`config.mk`:
```
export PLATFORM = sky130hd
export DESIGN_NAME = data_mem_arbiter
export DESIGN_NICKNAME = d
export VERILOG_FILES = /design/src/rtl/data_mem_arbiter_pkg.sv /design/src/rtl/arb_rr2.sv /design/src/rtl/data_mem_arbiter.sv
export SDC_FILE = /design/constraint.sdc
export NUM_CORES = 1
export LEC_CHECK = 0
export BUFFER_PORTS_ARGS = -buffer_cell sky130_fd_sc_hd__buf_2
export CELL_PAD_IN_SITES_DETAIL_PLACEMENT = 1
export CELL_PAD_IN_SITES_GLOBAL_PLACEMENT = 2
export CORE_ASPECT_RATIO = 1.2
export CORE_UTILIZATION = 23
export DETAILED_ROUTE_END_ITERATION = 7
export GPL_TIMING_DRIVEN = 0
export PLACE_DENSITY = 0.78
export SYNTH_ARGS = -nofsm -noshare
export SYNTH_HDL_FRONTEND = slang
export SYNTH_SLANG_ARGS = --single-unit
```
`constraint.sdc`:
```
create_clock -name clk -period 1.7 [get_ports clk]
set_input_delay 0 -clock clk [delete_from_list [all_inputs] [get_ports clk]]
set_output_delay 0 -clock clk [all_outputs]
set_load 0.005 [all_outputs]
```
`src/rtl/data_mem_arbiter_pkg.sv`:
```
// Shared types and defaults for the two-port data memory arbiter.
package data_mem_arbiter_pkg;

  // Default geometry of the shared dataMemory instance.
  localparam int DEFAULT_MEM_ADDR_W = 5;
  localparam int DEFAULT_MEM_DATA_W = 32;

  // Arbiter FSM states. The LOCK states hold ownership for an atomic sequence.
  typedef enum logic [1:0] {
    ARB_IDLE   = 2'd0,
    ARB_LOCK_A = 2'd1,
    ARB_LOCK_B = 2'd2
  } arb_state_e;

  // Port that received the most recent grant. Used to break ties.
  typedef enum logic {
    OWNER_A = 1'b0,
    OWNER_B = 1'b1
  } owner_e;

endpackage : data_mem_arbiter_pkg

```
`src/rtl/arb_rr2.sv`:
```
// Two-way round-robin pick. Purely combinational.
// While a port holds the lock, only that port can be picked.
module arb_rr2
  import data_mem_arbiter_pkg::*;
(
  input  logic       a_req,
  input  logic       b_req,
  input  owner_e     last_owner,
  input  arb_state_e state,
  output logic       a_pick,
  output logic       b_pick
);

  // Select at most one requester from the lock state and the last owner.
  always_comb begin
    a_pick = 1'b0;
    b_pick = 1'b0;
    case (state)
      ARB_IDLE: begin
        if (a_req && b_req) begin
          if (last_owner == OWNER_B) begin
            a_pick = 1'b1;
            b_pick = 1'b0;
          end else begin
            a_pick = 1'b0;
            b_pick = 1'b1;
          end
        end else begin
          a_pick = a_req;
          b_pick = b_req;
        end
      end
      ARB_LOCK_A: begin
        a_pick = a_req;
        b_pick = 1'b0;
      end
      ARB_LOCK_B: begin
        a_pick = 1'b0;
        b_pick = b_req;
      end
      default: begin
        a_pick = 1'b0;
        b_pick = 1'b0;
      end
    endcase
  end

endmodule : arb_rr2

```
`src/rtl/data_mem_arbiter.sv`:
```
// Round-robin arbiter that shares one dataMemory between the core LSU (port A)
// and a debug/DMA loader (port B). Grants and memory controls are combinational.
// Read data and the read-valid strobe are registered per port. A port can keep
// ownership for up to MAX_LOCK consecutive grants to do atomic read-modify-write.
module data_mem_arbiter
  import data_mem_arbiter_pkg::*;
#(
  parameter int ADDR_WIDTH = DEFAULT_MEM_ADDR_W,
  parameter int DATA_WIDTH = DEFAULT_MEM_DATA_W,
  parameter int MAX_LOCK   = 4
) (
  input  logic                  clk,
  input  logic                  rst_n,
  input  logic                  aReq,
  input  logic                  aWe,
  input  logic                  aLock,
  input  logic [ADDR_WIDTH-1:0] aAddr,
  input  logic [DATA_WIDTH-1:0] aWdata,
  input  logic                  bReq,
  input  logic                  bWe,
  input  logic                  bLock,
  input  logic [ADDR_WIDTH-1:0] bAddr,
  input  logic [DATA_WIDTH-1:0] bWdata,
  output logic                  aGnt,
  output logic                  bGnt,
  output logic                  aRvalid,
  output logic                  bRvalid,
  output logic [DATA_WIDTH-1:0] aRdata,
  output logic [DATA_WIDTH-1:0] bRdata,
  output logic                  memRead,
  output logic                  memWrite,
  output logic [ADDR_WIDTH-1:0] memAddress,
  output logic [DATA_WIDTH-1:0] memWriteData,
  input  logic [DATA_WIDTH-1:0] memReadData
);

  localparam int CNT_W = (MAX_LOCK < 1) ? 1 : $clog2(MAX_LOCK + 1);

  arb_state_e            state_q,      state_d;
  owner_e                last_owner_q, last_owner_d;
  logic [CNT_W-1:0]      lock_cnt_q,   lock_cnt_d;
  logic                  a_rvalid_q,   a_rvalid_d;
  logic                  b_rvalid_q,   b_rvalid_d;
  logic [DATA_WIDTH-1:0] a_rdata_q,    a_rdata_d;
  logic [DATA_WIDTH-1:0] b_rdata_q,    b_rdata_d;

  logic a_pick_s;
  logic b_pick_s;
  logic a_gnt_s;
  logic b_gnt_s;
  logic lock_full_s;

  arb_rr2 u_arb_rr2 (
    .a_req      (aReq),
    .b_req      (bReq),
    .last_owner (last_owner_q),
    .state      (state_q),
    .a_pick     (a_pick_s),
    .b_pick     (b_pick_s)
  );

  // Nothing reaches the memory or the requesters while reset is held.
  assign a_gnt_s = a_pick_s & rst_n;
  assign b_gnt_s = b_pick_s & rst_n;

  // True when the grant in progress is the last one the lock budget allows.
  assign lock_full_s = (int'(lock_cnt_q) + 32'sd1) >= MAX_LOCK;

  // Steer the winning port onto the memory interface; idle when nobody wins.
  always_comb begin
    memRead      = 1'b0;
    memWrite     = 1'b0;
    memAddress   = '0;
    memWriteData = '0;
    if (a_gnt_s) begin
      memRead      = ~aWe;
      memWrite     = aWe;
      memAddress   = aAddr;
      memWriteData = aWdata;
    end else if (b_gnt_s) begin
      memRead      = ~bWe;
      memWrite     = bWe;
      memAddress   = bAddr;
      memWriteData = bWdata;
    end else begin
      memRead      = 1'b0;
      memWrite     = 1'b0;
      memAddress   = '0;
      memWriteData = '0;
    end
  end

  // Lock FSM, lock budget counter and round-robin history.
  always_comb begin
    state_d      = state_q;
    last_owner_d = last_owner_q;
    lock_cnt_d   = lock_cnt_q;
    case (state_q)
      ARB_IDLE: begin
        if (a_pick_s) begin
          last_owner_d = OWNER_A;
          if (aLock && !lock_full_s) begin
            state_d    = ARB_LOCK_A;
            lock_cnt_d = CNT_W'(1);
          end else begin
            state_d    = ARB_IDLE;
            lock_cnt_d = '0;
          end
        end else if (b_pick_s) begin
          last_owner_d = OWNER_B;
          if (bLock && !lock_full_s) begin
            state_d    = ARB_LOCK_B;
            lock_cnt_d = CNT_W'(1);
          end else begin
            state_d    = ARB_IDLE;
            lock_cnt_d = '0;
          end
        end else begin
          state_d    = ARB_IDLE;
          lock_cnt_d = '0;
        end
      end
      ARB_LOCK_A: begin
        if (!a_pick_s) begin
          // Owner walked away: release without granting anyone this cycle.
          state_d    = ARB_IDLE;
          lock_cnt_d = '0;
        end else begin
          last_owner_d = OWNER_A;
          if (aLock && !lock_full_s) begin
            state_d    = ARB_LOCK_A;
            lock_cnt_d = lock_cnt_q + CNT_W'(1);
          end else begin
            state_d    = ARB_IDLE;
            lock_cnt_d = '0;
          end
        end
      end
      ARB_LOCK_B: begin
        if (!b_pick_s) begin
          state_d    = ARB_IDLE;
          lock_cnt_d = '0;
        end else begin
          last_owner_d = OWNER_B;
          if (bLock && !lock_full_s) begin
            state_d    = ARB_LOCK_B;
            lock_cnt_d = lock_cnt_q + CNT_W'(1);
          end else begin
            state_d    = ARB_IDLE;
            lock_cnt_d = '0;
          end
        end
      end
      default: begin
        state_d      = ARB_IDLE;
        last_owner_d = last_owner_q;
        lock_cnt_d   = '0;
      end
    endcase
  end

  // Capture read data on a read grant; otherwise hold the previous value.
  always_comb begin
    a_rvalid_d = a_pick_s & ~aWe;
    b_rvalid_d = b_pick_s & ~bWe;
    if (a_rvalid_d) begin
      a_rdata_d = memReadData;
    end else begin
      a_rdata_d = a_rdata_q;
    end
    if (b_rvalid_d) begin
      b_rdata_d = memReadData;
    end else begin
      b_rdata_d = b_rdata_q;
    end
  end

  // State and response registers; reset drops any read in flight.
  always_ff @(posedge clk or negedge rst_n) begin
    if (!rst_n) begin
      state_q      <= ARB_IDLE;
      last_owner_q <= OWNER_B;
      lock_cnt_q   <= '0;
      a_rvalid_q   <= 1'b0;
      b_rvalid_q   <= 1'b0;
      a_rdata_q    <= '0;
      b_rdata_q    <= '0;
    end else begin
      state_q      <= state_d;
      last_owner_q <= last_owner_d;
      lock_cnt_q   <= lock_cnt_d;
      a_rvalid_q   <= a_rvalid_d;
      b_rvalid_q   <= b_rvalid_d;
      a_rdata_q    <= a_rdata_d;
      b_rdata_q    <= b_rdata_d;
    end
  end

  assign aGnt    = a_gnt_s;
  assign bGnt    = b_gnt_s;
  assign aRvalid = a_rvalid_q;
  assign bRvalid = b_rvalid_q;
  assign aRdata  = a_rdata_q;
  assign bRdata  = b_rdata_q;

endmodule : data_mem_arbiter

```
After elaboration in Yosys (flattened, before gate mapping)
Index checks and enable logic that the tools add are counted.
- memories: 0
- output and inout bits: 107
- ROM bits: 0
- register bits: 72
- logic and storage cells: 59
- latch bits: 0
- bits in writable memories: 0
- divide/modulo/power cells: 0
- add/sub/neg operators: 2
- $lt $le $gt $ge: 1
- shifts and indexed selects: 0
- multiplexer cells: 33
- $mul: 0
- eq/ne operators: 3
- bitwise logic cells: 6
- reductions and logical operators: 7
- operators by type and width (kind ; number):
    $mux W32 ; 2
    $mux W3 ; 6
    $mux W1 ; 15
    $mux W5 ; 2
    $pmux W3 S3 ; 1
    $mux W2 ; 3
    $pmux W2 S3 ; 1
    $add A3 B1 Y4 const B ; 1
    $and A1 B1 Y1 ; 4
    $ge A4 B3 Y1 const B ; 1
    $pmux W1 S2 ; 2
    $add A3 B1 Y3 const B ; 1
    $logic_and A1 B1 Y1 ; 3
    $pmux W1 S3 ; 1
    $reduce_bool A3 Y1 ; 1
    $eq A2 B1 Y1 const B ; 1
    $eq A2 B2 Y1 const B ; 1
    $logic_not A2 Y1 ; 1
    $ne A2 B2 Y1 const B ; 1
    $not A1 Y1 ; 2
    $reduce_and A2 Y1 ; 1
    $logic_not A1 Y1 ; 1

Longest topological paths before layout
- depth in word-level cells: 8
- depth in mapped cells: 8

Modules after synthesis
From an unflattened synthesis, not the netlist that was laid out.
- cell total of the unflattened synthesis: 233
- area, all modules: 3293.2 um^2
- by module, submodules not included (module ; sequential area each (um^2) ; area each (um^2) ; cells an instance ; times used):
    data_mem_arbiter ; 1803.0 ; 3260.6 ; 229 ; 1
    arb_rr2 ; 0.0 ; 32.5 ; 4 ; 1

Least setup slack after synthesis
OpenSTA, ideal clock, no wires.
- path kind: register -> register
- from: register state_q[1]
- to: register a_rdata_q[15], in the netlist aRdata[15]
- buffers on the path: 1
- clock period less this slack: 1.852 ns
- arrival: 1.727 ns
- setup slack: -0.152 ns
- library setup time: 0.125 ns
- stages on the path, launching flop included: 8
- path through: dfrtp_1 inv_1 ha_1 nand2b_1 o221ai_2 nor2_2 buf_2 mux2_2
- word-level cells in the longest chain between the ends: 3
- ends and longest elaborated chain (item ; RTL line ; text):
    start, declared ; data_mem_arbiter.sv:39 ; arb_state_e state_q, state_d;
    start signal, assigned ; data_mem_arbiter.sv:189 ; state_q <= state_d;
    $eq A2 B1 Y1 / $logic_not A2 Y1 (equally long branches) ; arb_rr2.sv:18 ; case (state)
    $pmux W1 S2 * ; arb_rr2.sv:18 ;
    $and A1 B1 Y1 * ; data_mem_arbiter.sv:164 ; a_rvalid_d = a_pick_s & ~aWe;
    end signal, assigned ; data_mem_arbiter.sv:194 ; a_rdata_q <= a_rdata_d;
    end, declared ; data_mem_arbiter.sv:44 ; logic [DATA_WIDTH-1:0] a_rdata_q, a_rdata_d;
Mark *: on every way between the ends. The rest lies on a longest branch, timed or not.
A chain may end at the register's enable or synchronous reset.

Final worst setup path
- from: register state_q[0]
- to: output port memWriteData[16]
- word-level cells in the longest chain between the ends: 5
- ends and longest elaborated chain (item ; RTL line ; text):
    $eq A2 B2 Y1 / $logic_not A2 Y1 (equally long branches) ; arb_rr2.sv:18 ;
    $pmux W1 S2 ; arb_rr2.sv:18 ;
    $and A1 B1 Y1 ; data_mem_arbiter.sv:64 ; assign b_gnt_s = b_pick_s & rst_n;
    $mux W32 ; data_mem_arbiter.sv:80 ; end else if (b_gnt_s) begin
    $mux W32 * ; data_mem_arbiter.sv:75 ; if (a_gnt_s) begin
    end, declared ; data_mem_arbiter.sv:33 ; output logic [DATA_WIDTH-1:0] memWriteData,
Marks and branches as above.

==> summary.md <==
| Metric | Value |
|---|---|
| Buffers on Ports | 220 |
| Crit-path cells | ha_4 -> buf_6 -> o221ai_4 -> nor2b_4 -> buf_6 -> buf_6 -> a22o_1 -> buf_6 |
| Outcome | complete, but fails checks |
| Placed cell area | 4800 um^2 |
| Final worst setup slack | -0.410 ns |
| NetSw | ~2000 uW |
| Crit path top cell by count | buf_6 |
| CP Data Required Time | between 1.5 and 2 ns |
| Sw Share | a little over a quarter |
| Remaining DRCs | 0 |
| DIE AREA | between 15000 and 20000 um^2 |
| Vias | about 3200 |
| Cells after Synth | ~240 |
| Register bit count reported by yosys | between 70 and 80 |
| Hold-fix buffers, CTS | 39 |
| Antenna-violating nets left | 0 |
| Mean Syn Cell Area | around 14 um^2 |
| Total CTS buffers | 9 |
| Final worst path period need | around 2.1 ns |
| VDD IR max | roughly 0.00050 V |
| Clock transition at path regs | 0.06 ns |
| Max capacitance violation total | 0 |
| Final setup violation count | ~110 |
| Critical path fanouts, max | 7 |
| DR WL/cell | around 18 um |
| Total Wirelength | approximately 13 mm |
| Initial antenna violation count | 0 |
| Commonest non-fill, non-tap cells in the layout | buf_2, dfrtp_1, a22o_1 |
| Clock share of power | 30.0% |
| Synth Warn # | 0 |
| Sequential power share | 35.1% |
| Critical path arrival | 2.11 ns |
| Die height | 135 um |
| Fmax | roughly 470 MHz |
| Initial DRC Count | 64 |
| Critical path class | reg2out |
| Clock root buffer master | clkbuf_16 |
| Crit end category | output pin |
| I/O pin total | ~220 |
| Initial core utilization | 23.6% |
| Hold Crit Class | in2async |
| Area growth syn-to-layout | 82.1% |
| Core area | around 14000 um^2 |
| Pre-antenna DRT Iters | 4 |
| Clock Skews | around 0.013 ns |
| Final HPWL from detailed placement | ~9.2 mm |
| Commonest non-fill, non-tap cell in the layout | buf_2 |
| Vias per cell | roughly 4.4 |
| RePlAce Congestion | 0.787 |
| CTS tree | done |
| Max incr delay on CP | ~0.44 ns |
| Layout Nets | about 660 |
| # rows | 48 |
| CP startpoint kind | register |
| Seq/Total Area, Yosys | around 53% |
| Final Max Slew Viols | 0 |
| First-pass GRT wire length | slightly below 20 mm |
| Family with the most delay on the worst path | buffers and inverters |
| Synthesized area | ~3400 um^2 |
| Fin area | roughly 6200 um^2 |
| GRT overflow | 0 |
| Failing checks | negative hold slack, negative setup slack |
| Pwr Total | 7410 uW |
| Total routing usage reported by global routing | between 15 and 20% |
| Comb pwr share | 34.9% |
| Antenna diodes | 0 |
| Power per cell area | 1200 nW/um^2 |
| H-tree lvl count | 3 |
| Final hold slack | -0.101 ns |
| Power Internal | 5420 uW |
| Clk buf depth | 2 |
| CP bufs+invs | 4 |
| Leakage | roughly 0.0031 uW |
| Sink Count | 72 |
| Worst-Skew Late Latency | 0.33 ns |
| Chip width | between 100 and 150 um |
| Share of layout cells above drive strength 1 | roughly 65% |
| RSZ-0062 raised after global routing | true |
| Vias in the first global route | 3504 |
| Largest net degree at the start of global routing | 52 |
| Mapped Nets | roughly 360 |
| Slowest CP cell | dfrtp_1 |
| Final hold vios | 47 |
| Period utilization | 124% |
| Yosys cell types | 33 |
[cells in the mapped netlist]
cell type  number  share of area (%)
clkbuf_1        2               0.22
and2_4          1               0.26
nand2b_1        1               0.18
o221ai_2        1               0.44
nor2b_1         2               0.37
o31ai_1         1               0.22
nor2b_4         1               0.40
buf_2           9                1.3
nor2_1          5               0.55
buf_6           1               0.33
a31o_1          1               0.26
a32oi_1         1               0.26
ha_1            6                2.2
mux2_1         16                5.3
o21ai_0         1               0.15
mux2_2         19                6.3
mux2i_1         1               0.29
inv_1           7               0.77
nand2_1         3               0.33
o32ai_1         1               0.26
nor2_2          1               0.18
nor4bb_1        1               0.29
a21boi_0        1               0.22
buf_12          3                1.8
conb_1          1               0.11
dfstp_2         1               0.77
a21oi_1         5               0.73
a211o_1         1               0.26
mux2_4         29                 13
or3_1           1               0.18
nand3_1         4               0.59
a22o_1         37                9.5
dfrtp_1        71                 52
[what timing repair did]
action,in CTS,in global routing
buffers inserted,22,3
hold endpoints to repair,136,47
gates resized for setup,48,15
pin swaps,7,5
gates cloned,7,1
setup endpoints to repair,106,109
[cells by family (layout without fill, tap and decap cells)]
kind of cell             count (synthesis)  after routing  share of synthesized area (%)
AND/OR/NAND/NOR                         20             20                           3.34
adder cells (fa/ha/maj)                  6              6                           2.21
other                                    1              1                          0.110
AO/OA/AOI/OAI                           50             50                           12.3
buffers and inverters                   22            328                           4.41
flip-flops                              72             72                           53.0
multiplexers                            65             65                           24.7
[worst reg2reg max path, delay by kind of cell (launching register included)]
| kind | cells | cell delay (ns) |
|---|---|---|
| buffers and inverters | 4 | 0.69 |
| flip-flops | 1 | 0.39 |
| AO/OA/AOI/OAI | 1 | 0.13 |
| multiplexers | 1 | 0.35 |
| adder cells (fa/ha/maj) | 1 | 0.16 |
| AND/OR/NAND/NOR | 2 | 0.25 |
[per-stage QoR]
stage                     util, %  setup WS [ns]  setup TNS, ns  std cells
after floorplan                 -        -0.0883          -5.72        236
after global placement       33.1          -1.05         -52.11        631
after detailed placement     33.3         -0.581         -36.69        632
after CTS                    42.4         -0.434         -34.28        714
after global routing         43.0         -0.510         -44.70        717
final                        43.0         -0.410         -33.61        717
[sequential cells by signal (all words and copies together), names as in the netlist]
register and count:
aRdata 32, bRdata 32, lock_cnt_q 3, state_q 2
aRvalid 1, bRvalid 1, last_owner_q 1
[power by group through the flow]
stage	Sequential (uW)	Clock [uW]	Combinational [uW]
finish	2600	2230	2580
global route	2680	2370	2800
CTS	2600	2290	2560
detailed placement	2620	0	2160
global placement	2580	0	2110
floorplan	2640	0	1010
[path summary, 6_finish.rpt]
check | from | end | slack (ns) | cells past startpoint
setup / recovery | state_q[0] | memWriteData[16] | -0.41 | 8
setup reg to reg | state_q[1] | aRdata[9] | -0.39 | 9
hold / removal | rst_n | aRdata[19] | -0.10 | 5
max in group asynchronous | rst_n | aRdata[10] | 0.99 | 7
hold reg to reg | aRdata[14] | aRdata[14] | 0.48 | 1
min in group clk | bLock | lock_cnt_q[1] | 0.08 | 4
[cell type report]
type	count	area, um^2
clock buffers	11	253
multi-input cells	142	1560
inverters	7	26.3
plain buffers	13	170
clock inverters	5	103
well taps	175	219
fillers	1587	8220
flip-flops and latches	72	1800
repair buffers	292	2070
[metal layers]
metal | up-vias | share of wire (%) | track usage, %
li1 | 1475 | - | -
met2 | 145 | 55 | 32.4
met3 | 8 | 6.4 | 4.83
met5 | - | 0 | 0
met4 | 0 | 0.85 | 3.95
met1 | 1549 | 38 | 18.4
Note: power is estimated with default switching activity, not from simulation.
